File: config.mk
export PLATFORM = sky130hd
export DESIGN_NAME = spi_reg_controller_flat
export DESIGN_NICKNAME = d
export VERILOG_FILES = /design/src/rtl/spi_pkg.sv /design/src/rtl/spi_reg_controller_if.sv /design/src/rtl/spi_clk_div.sv /design/src/rtl/spi_reg_controller.sv /design/src/flat_wrapper.sv
export SDC_FILE = /design/constraint.sdc
export NUM_CORES = 1
export LEC_CHECK = 0
export BUFFER_PORTS_ARGS = -buffer_cell sky130_fd_sc_hd__buf_4
export CAP_MARGIN = 20
export CORE_MARGIN = 1.5
export CORE_UTILIZATION = 49
export CTS_BUF_LIST = sky130_fd_sc_hd__clkbuf_8
export DETAILED_ROUTE_END_ITERATION = 6
export PLACE_DENSITY = 0.85
export REMOVE_ABC_BUFFERS = 1
export SLEW_MARGIN = 20
export SYNTH_ARGS = -nofsm -noshare
export SYNTH_HDL_FRONTEND = slang
export SYNTH_HIERARCHICAL = 1
export SYNTH_SLANG_ARGS = --single-unit
File: constraint.sdc
create_clock -name clk -period 1.8 [get_ports clk]
set_input_delay 0.09 -clock clk [delete_from_list [all_inputs] [get_ports clk]]
set_output_delay 0.09 -clock clk [all_outputs]
set_load 0.02 [all_outputs]
File: src/rtl/spi_pkg.sv
// Shared definitions for the register-SPI blocks: frame geometry, register map
// and the controller state encoding.
package spi_pkg;

  localparam int FRAME_W = 16;
  localparam int ADDR_W  = 7;
  localparam int DATA_W  = 8;

  localparam logic [ADDR_W-1:0] REG_EN_OUT_7_0  = 7'h00;
  localparam logic [ADDR_W-1:0] REG_EN_OUT_15_8 = 7'h01;
  localparam logic [ADDR_W-1:0] REG_EN_PWM_7_0  = 7'h02;
  localparam logic [ADDR_W-1:0] REG_EN_PWM_15_8 = 7'h03;
  localparam logic [ADDR_W-1:0] REG_PWM_DUTY    = 7'h04;

  typedef enum logic [1:0] {
    IDLE,
    SHIFT,
    HOLD,
    GAP
  } state_t;

  typedef logic [FRAME_W-1:0] frame_t;

  // Frame layout on the wire: {rw, addr, data}, sent MSB first.
  function automatic frame_t pack_frame(input logic rw,
                                        input logic [ADDR_W-1:0] addr,
                                        input logic [DATA_W-1:0] data);
    return {rw, addr, data};
  endfunction

endpackage

File: src/rtl/spi_reg_controller_if.sv
// Command handshake plus SPI pin bundle between a command source (master)
// and the SPI controller (slave).
interface spi_reg_controller_if;
  import spi_pkg::*;

  logic              cmd_valid;
  logic              cmd_ready;
  logic              cmd_rw;
  logic [ADDR_W-1:0] cmd_addr;
  logic [DATA_W-1:0] cmd_data;
  logic              sclk;
  logic              mosi;
  logic              cs_n;
  logic              busy;
  logic              done;

  modport master (
    output cmd_valid, cmd_rw, cmd_addr, cmd_data,
    input  cmd_ready, sclk, mosi, cs_n, busy, done
  );

  modport slave (
    input  cmd_valid, cmd_rw, cmd_addr, cmd_data,
    output cmd_ready, sclk, mosi, cs_n, busy, done
  );

endinterface

File: src/rtl/spi_clk_div.sv
// Half-period counter: counts 0..DIV-1 while enabled and flags the terminal
// count so the owner can toggle its clock phase.
module spi_clk_div #(
  parameter int DIV = 4
) (
  input  logic clk,
  input  logic rst,
  input  logic en_i,
  input  logic clr_i,
  output logic tick_o
);

  localparam int CW = (DIV > 1) ? $clog2(DIV) : 1;

  logic [CW-1:0] cnt_q;
  logic [CW-1:0] cnt_d;

  assign tick_o = en_i && (cnt_q == CW'(DIV - 1));

  always_comb begin
    cnt_d = cnt_q;
    if (clr_i || tick_o) begin
      cnt_d = '0;
    end else if (en_i) begin
      cnt_d = cnt_q + 1'b1;
    end
  end

  always_ff @(posedge clk) begin
    if (rst) begin
      cnt_q <= '0;
    end else begin
      cnt_q <= cnt_d;
    end
  end

endmodule

File: src/rtl/spi_reg_controller.sv
// Write-only SPI initiator: serialises one 16-bit register command per frame,
// mode 0, MSB first, with chip-select lead/lag and a minimum deselect gap.
module spi_reg_controller
  import spi_pkg::*;
#(
  parameter int CLK_DIV = 4
) (
  input  logic                 clk,
  input  logic                 rst,
  spi_reg_controller_if.slave  bus
);

  state_t             state_q;
  logic [FRAME_W-2:0] shift_q;
  logic [3:0]         bit_q;
  logic               sclk_q;
  logic               mosi_q;
  logic               cs_n_q;
  logic               busy_q;
  logic               done_q;
  logic               ready_q;
  logic               tick;
  frame_t             cmd_frame;

  assign cmd_frame = pack_frame(bus.cmd_rw, bus.cmd_addr, bus.cmd_data);

  // The divider runs only while a frame is in flight and restarts at zero
  // for every frame, so each phase lasts exactly CLK_DIV cycles.
  spi_clk_div #(
    .DIV(CLK_DIV)
  ) u_clk_div (
    .clk   (clk),
    .rst   (rst),
    .en_i  (state_q != IDLE),
    .clr_i (state_q == IDLE),
    .tick_o(tick)
  );

  always_ff @(posedge clk) begin
    if (rst) begin
      state_q <= IDLE;
      shift_q <= '0;
      bit_q   <= '0;
      sclk_q  <= 1'b0;
      mosi_q  <= 1'b0;
      cs_n_q  <= 1'b1;
      busy_q  <= 1'b0;
      done_q  <= 1'b0;
      ready_q <= 1'b1;
    end else begin
      done_q <= 1'b0;
      case (state_q)
        IDLE: begin
          if (bus.cmd_valid) begin
            state_q <= SHIFT;
            mosi_q  <= cmd_frame[FRAME_W-1];
            shift_q <= cmd_frame[FRAME_W-2:0];
            bit_q   <= '0;
            sclk_q  <= 1'b0;
            cs_n_q  <= 1'b0;
            busy_q  <= 1'b1;
            ready_q <= 1'b0;
          end
        end
        SHIFT: begin
          if (tick) begin
            if (!sclk_q) begin
              sclk_q <= 1'b1;
            end else begin
              // Falling edge: present the next bit, or park mosi after bit 15.
              sclk_q <= 1'b0;
              if (bit_q == 4'd15) begin
                state_q <= HOLD;
                bit_q   <= '0;
                mosi_q  <= 1'b0;
              end else begin
                bit_q   <= bit_q + 4'd1;
                mosi_q  <= shift_q[FRAME_W-2];
                shift_q <= {shift_q[FRAME_W-3:0], 1'b0};
              end
            end
          end
        end
        HOLD: begin
          if (tick) begin
            state_q <= GAP;
            cs_n_q  <= 1'b1;
          end
        end
        GAP: begin
          if (tick) begin
            state_q <= IDLE;
            done_q  <= 1'b1;
            busy_q  <= 1'b0;
            ready_q <= 1'b1;
          end
        end
        default: begin
          state_q <= IDLE;
          cs_n_q  <= 1'b1;
          sclk_q  <= 1'b0;
          mosi_q  <= 1'b0;
          busy_q  <= 1'b0;
          ready_q <= 1'b1;
        end
      endcase
    end
  end

  assign bus.cmd_ready = ready_q;
  assign bus.sclk      = sclk_q;
  assign bus.mosi      = mosi_q;
  assign bus.cs_n      = cs_n_q;
  assign bus.busy      = busy_q;
  assign bus.done      = done_q;

endmodule
File: src/flat_wrapper.sv
// flat-port wrapper written by rule: the top's interface ports become plain ports
module spi_reg_controller_flat import spi_pkg::*;
#(
  parameter int CLK_DIV = 4
)
  (clk, rst, bus_cmd_valid, bus_cmd_rw, bus_cmd_addr, bus_cmd_data, bus_cmd_ready, bus_sclk, bus_mosi, bus_cs_n, bus_busy, bus_done);
  spi_reg_controller_if bus_i ();
  input  logic clk;
  input  logic rst;
  input wire logic [$bits(bus_i.cmd_valid)-1:0] bus_cmd_valid;
  input wire logic [$bits(bus_i.cmd_rw)-1:0] bus_cmd_rw;
  input wire logic [$bits(bus_i.cmd_addr)-1:0] bus_cmd_addr;
  input wire logic [$bits(bus_i.cmd_data)-1:0] bus_cmd_data;
  output wire logic [$bits(bus_i.cmd_ready)-1:0] bus_cmd_ready;
  output wire logic [$bits(bus_i.sclk)-1:0] bus_sclk;
  output wire logic [$bits(bus_i.mosi)-1:0] bus_mosi;
  output wire logic [$bits(bus_i.cs_n)-1:0] bus_cs_n;
  output wire logic [$bits(bus_i.busy)-1:0] bus_busy;
  output wire logic [$bits(bus_i.done)-1:0] bus_done;
  assign bus_i.cmd_valid = bus_cmd_valid;
  assign bus_i.cmd_rw = bus_cmd_rw;
  assign bus_i.cmd_addr = bus_cmd_addr;
  assign bus_i.cmd_data = bus_cmd_data;
  assign bus_cmd_ready = bus_i.cmd_ready;
  assign bus_sclk = bus_i.sclk;
  assign bus_mosi = bus_i.mosi;
  assign bus_cs_n = bus_i.cs_n;
  assign bus_busy = bus_i.busy;
  assign bus_done = bus_i.done;
  spi_reg_controller #(.CLK_DIV(CLK_DIV)) u_core (.clk(clk), .rst(rst), .bus(bus_i));
endmodule
* Word-level counts from Yosys, hierarchy flattened
Index checks and enable logic that the tools add are counted.
Storage, ports and cells: register bits after elaboration 29, latch bits 0, RAM bits 0, memory bits (read-only) 0, bits of input ports 19, output and inout bits 6, word-level logic and storage cells 73, memories kept 0
Operators by class: $add $sub $neg 2, multiply operators 0, div/mod/pow operators 0, order comparisons 0, equal/unequal tests 12, shifts and indexed selects 0, muxes and demuxes 33, bitwise gates (word level) 1, reduce and logical (&&, ||, !) cells 15
Operator list (count):
- 15-bit two-way mux | 4
- 15-bit one-hot mux with 2 select lines | 1
- 4-bit two-way mux | 4
- 2-bit two-way mux | 6
- 1-bit two-way mux | 11
- 2-bit != test (second input constant) | 5
- 1-bit one-hot mux with 2 select lines | 5
- 3-bit AND reduction | 3
- 2-bit one-hot mux with 4 select lines | 1
- 4-bit one-hot mux with 2 select lines | 1
- 2-bit nonzero test | 4
- 2-bit == test (second input constant) | 3
- 6-bit AND reduction | 1
- 5-bit AND reduction | 1
- 4-bit by 1-bit adder with 4-bit output (second input constant) | 1
- 4-bit == test (second input constant) | 1
- 2-bit by 1-bit != test with 1-bit output (second input constant) | 2
- 4-bit AND reduction | 1
- 2-bit OR reduction | 2
- 2-bit by 1-bit adder with 2-bit output (second input constant) | 1
- 2-bit by 1-bit == test with 1-bit output (second input constant) | 1
- 2-bit zero test | 1
- 1-bit logical AND | 1
- 1-bit logical OR | 1
- 1-bit inverter | 1

* Logic depth before layout (Yosys ltp)
word-level depth 5, mapped depth 10, mapped depth without buffers 8

* Hierarchy
Netlist, hierarchy kept.
Modules (own cells, without submodules):
- spi_reg_controller | instances 1, cells each 151, area an instance 1445.1 um2, sequential area each 540.5 um2
- spi_clk_div | instances 1, cells each 10, area an instance 107.6 um2, sequential area each 40.0 um2

* Worst setup path after synthesis
No wires, ideal clock.
path type register to register, start point reg u_core.state_q[0], end point reg u_core.state_q[0], arrival 1961 ps, path slack -233 ps, stages on the path, launching flop included 10, period minus slack after synthesis 2033 ps, cell sequence dfxtp_1 > inv_1 > ha_1 > inv_1 > and2_1 > clkbuf_2 > nor2b_1 > or2_2 > a211oi_2 > mux2i_1
Between the ends: cells in the longest elaborated chain, start to end 4, elaborated cells on any way between the ends 14
Ends and longest elaborated chain:
- start: declaration | RTL line spi_reg_controller.sv:13 | state_t state_q;
- start signal: assignment | RTL line spi_reg_controller.sv:41 | state_q <= IDLE;
- start signal: assignment | RTL line spi_reg_controller.sv:55 | state_q <= SHIFT;
- start signal: assignment | RTL line spi_reg_controller.sv:73 | state_q <= HOLD;
- 2-bit nonzero test (*) | RTL line spi_reg_controller.sv:34 | .en_i (state_q != IDLE),
- 1-bit logical AND (*) | RTL line spi_clk_div.sv:18 | assign tick_o = en_i && (cnt_q == CW'(DIV - 1));
- named net u_core.tick | RTL line spi_reg_controller.sv:22 | logic tick;
- 2-bit != test (no line)
- 6-bit AND reduction (no line) (*)
Mark *: on every way through the listed nets, which the timed path passes. The rest lies on a longest branch. A chain may end at the register's enable or synchronous reset.

* Worst setup path after layout
start point reg u_core.state_q[0], end point reg u_core.shift_q[5]
Between the ends: cells in the longest elaborated chain, start to end 4, elaborated cells on any way between the ends 11
Ends and longest elaborated chain:
- 2-bit nonzero test | RTL line spi_reg_controller.sv:34
- 1-bit logical AND | RTL line spi_clk_div.sv:18
- 2-bit != test (no line)
- 5-bit AND reduction (no line)
- end signal: assignment | RTL line spi_reg_controller.sv:57 | shift_q <= cmd_frame[FRAME_W-2:0];
- end signal: assignment | RTL line spi_reg_controller.sv:79 | shift_q <= {shift_q[FRAME_W-3:0], 1'b0};
- end: declaration | RTL line spi_reg_controller.sv:14 | logic [FRAME_W-2:0] shift_q;
Several ways; a longest one is shown, not always the timed one.

==> results.sh <==
export IMPL_outcome="complete, no violations"
export IMPL_dpl_hpwl_um=2220
export IMPL_final_core_utilization=0.690
export IMPL_critPathCaptureType="register"
export IMPL_globalRouteOverflowTotal=0
export IMPL_wire_length_of_the_first_global_routing_pass_um=5620
export IMPL_data_arrival_time_of_the_critical_path_ps=1970
export IMPL_setup_tns_ps=0
export IMPL_max_cap_violations=0
export IMPL_antenna_cells=0
export IMPL_finalWirelength_um=3740
export IMPL_area_growth_pct=34.5
export IMPL_layout_drive_gt1_share=0.392
export IMPL_routed_antenna_nets=0
export IMPL_total_power_w=0.00328
export IMPL_synth_area_top_cells="dfxtp_1 (37%), a211oi_2 (13%), mux2i_1 (11%), ha_1 (5.6%), nor2_1 (4.8%)"
export IMPL_slew_headroom=0.723
export IMPL_drt_drc_violations_left=0
export IMPL_synth_area_leader_cell="dfxtp_1"
export IMPL_power_share_switching=0.369
export IMPL_root_buffer="clkbuf_8"
export IMPL_initial_core_util=0.513
export IMPL_fraction_of_synthesized_cell_area_taken_by_the_top_area_cell_type=0.374
export IMPL_clock_edge_transition_at_the_registers_on_the_reported_setup_and_hold_paths_ps=70
export IMPL_ys_seq_elements=29
export IMPL_yosysWarningCount=6
export IMPL_total_nets_final=224
export IMPL_route_vias_total=1325
export IMPL_drt_first_pass_iters=4
export IMPL_cts_hold_buf=0
export IMPL_crit_fanout=7
export IMPL_seq_area_frac_synth=0.374
export IMPL_grt_pass1_vias=1260
export IMPL_synth_xor_area_share=0
export IMPL_synthSimpleGateAreaFrac=0.199
export IMPL_fmaxAchievable_ghz=0.568
export IMPL_hold_viol=0
export IMPL_worst_slew_pin_slew_ps=411
export IMPL_netlist_instances=161
export IMPL_crit_required_ps=2010
export IMPL_synth_adder_area_share=0.0564
export IMPL_timing_critical_path_from_type="register"
export IMPL_clk_latency_ps=290
export IMPL_yosys_mux_area_fraction=0.110
export IMPL_synth_lib_cells_used_distinct=32
export IMPL_iteration_0_drc_count_of_the_detailed_router=83
export IMPL_design_die_area_um2=3520
export IMPL_synth_compound_area_frac=0.214
export IMPL_cts_htree_levels=2
export IMPL_route_detailed_wl_per_inst_um=15.4
export IMPL_die_x_um=59.3
export IMPL_share_seq_of_total_power=0.287
export IMPL_mappedNetlistArea_um2=1550
export IMPL_total_global_routing_track_utilization=0.215
export IMPL_power_static_leakage_nw=0.830
export IMPL_place_port_buffers=24
export IMPL_total_switching_power_w=0.00121
export IMPL_intPower_w=0.00207
export IMPL_dominant_combinational_cell_family_by_area_after_synthesis="compound AO/OA/AOI/OAI gates"
export IMPL_grt_max_degree=32
export IMPL_layout_worst_path_cycle_share=0.978
export IMPL_ir_worst_vdd_mv=0.665
export IMPL_die_height_um=59.3
export IMPL_core_area_um2=3030
export IMPL_clock_skews_ps=12.7
export IMPL_number_of_buffers_added_by_the_clock_tree_synthesis_step=5
export IMPL_cts_tree="yes"
export IMPL_synthesis_area_per_instance_um2=9.64
export IMPL_clkSinkCount=29
export IMPL_min_delay_path_class="primary input to register"
export IMPL_comb_power_share=0.532
export IMPL_gp_congestion=0.777
export IMPL_num_io_pins=25
export IMPL_cts_max_path_buffers=2
export IMPL_setup_violation_total_in_the_final_timing_report=0
export IMPL_placement_rows=20
export IMPL_cell_area_power_density_nw_per_um2=1570
export IMPL_final_critical_period_ps=1760
export IMPL_grt_antenna_before_repair=0
export IMPL_pwr_share_clk=0.180
export IMPL_worst_setup_path_type="register to register"
export IMPL_final_max_slew_viol_count=0
export IMPL_via_count_normalized_by_instance_count=5.45
==> cell type report <==
cell class,count,area [µm²]
inverter,3,11.3
sequential,29,582
fill,219,940
clock buffer,7,96.3
timing repair buffer,40,363
clock inverter,1,5.00
tap,44,55.1
multi-input combinational,119,976
==> power groups by stage <==
stage / clock (W) / combinational, W / sequential (W)
finish: 0.000592 / 0.00175 / 0.000942
detailed placement: 0 / 0.00134 / 0.000939
CTS: 0.000601 / 0.00152 / 0.000929
global route: 0.000634 / 0.00187 / 0.000958
global placement: 0 / 0.00127 / 0.000928
floorplan: 0 / 0.000899 / 0.000953
==> routing by layer <==
metal,up-vias,track usage,wire [µm]
met5,-,0,0
met3,6,0.0655,131
li1,650,-,-
met2,22,0.375,1900
met1,647,0.254,1640
met4,0,0.0584,63
==> registers in the layout, summed over array words and instances, names as in the netlist <==
| name | cells |
|---|---|
| u_core/bus.done | 1 |
| u_core/bit_q | 4 |
| u_core/bus.cs_n | 1 |
| u_core/bus.mosi | 1 |
| u_core/bus.cmd_ready | 1 |
| u_core/u_clk_div/cnt_q | 2 |
| u_core/bus.busy | 1 |
| u_core/shift_q | 15 |
| u_core/bus.sclk | 1 |
| u_core/state_q | 2 |
==> worst max-delay path, stage by stage (launching register included) <==
cell,delay [ps]
dfxtp_1,310
inv_1,110
ha_4,170
mux2i_1,350
nor4_4,90
buf_4,170
buf_4,140
buf_6,140
a211oi_2,200
==> final timing paths <==
path	start	endpoint	slack, ps	cells after the start
setup / recovery	u_core/state_q[0]	u_core/shift_q[5]	40	8
hold / removal	bus_cmd_data[3]	u_core/shift_q[3]	180	3
setup reg to reg	u_core/state_q[0]	u_core/shift_q[5]	40	8
hold reg to reg	u_core/u_clk_div/cnt_q[1]	u_core/u_clk_div/cnt_q[1]	490	2
==> cell usage in the layout (no fill, tap or decap), types with 2 or more instances in the layout <==
cell       n
dfxtp_1   28
nand3_1    4
ha_1       5
nor2_1    20
buf_4     35
clkbuf_8   7
buf_6      2
a211oi_2  15
o21bai_1   3
ha_4       2
nor2b_1    4
o21ai_0    4
nand2b_1   6
nand4b_1   2
mux2i_1   17
nand2_1    6
a21oi_1   12
inv_1      2
==> logic make-up after synthesis <==
kind of cell               count (synthesis)
buffers and inverters                     13
AOI/OAI and AO/OA                         39
DFF                                       29
muxes                                     17
adders and majority gates                  7
and+or+nand+nor                           56
==> what timing repair did <==
action | 4_1_cts | 5_1_grt
buffers inserted | 0 | 2
setup endpoints to repair | 22 | 22
gates cloned | 2 | 1
hold endpoints to repair | 0 | 0
pin swaps | 2 | 5
gates resized for setup | 5 | 14
==> cell usage after synthesis <==
cell type,instances
a211oi_1,1
a211oi_2,16
a21o_1,1
a21oi_1,13
a311oi_1,1
and2_1,1
and3_1,1
and4_1,1
buf_2,1
buf_6,3
clkbuf_1,5
clkbuf_2,1
dfxtp_1,29
ha_1,7
inv_1,3
mux2i_1,17
nand2_1,7
nand2b_1,6
nand3_1,4
nand3b_1,1
nand4b_1,2
nor2_1,20
nor2b_1,6
nor3_1,1
nor3b_1,1
nor4_4,1
o21ai_0,4
o21bai_1,3
or2_2,1
or2b_1,1
or3b_1,1
or4b_1,1
==> per-stage QoR <==
| stage | worst slack [ps] | hold WS [ps] | cells | area [µm²] |
|---|---|---|---|---|
| 6_report | 40.2 | 180 | 243 | 2090 |
| 5_1_grt | -31.8 | 193 | 243 | 2090 |
| 4_1_cts | 4.19 | 164 | 240 | 1980 |
| 3_5_place_dp | -94.5 | 475 | 230 | 1820 |
| 3_3_place_gp | 67.3 | 460 | 230 | 1820 |
| 2_1_floorplan | -1260 | 155 | 151 | 1490 |
(Power assumes the default switching activity.)
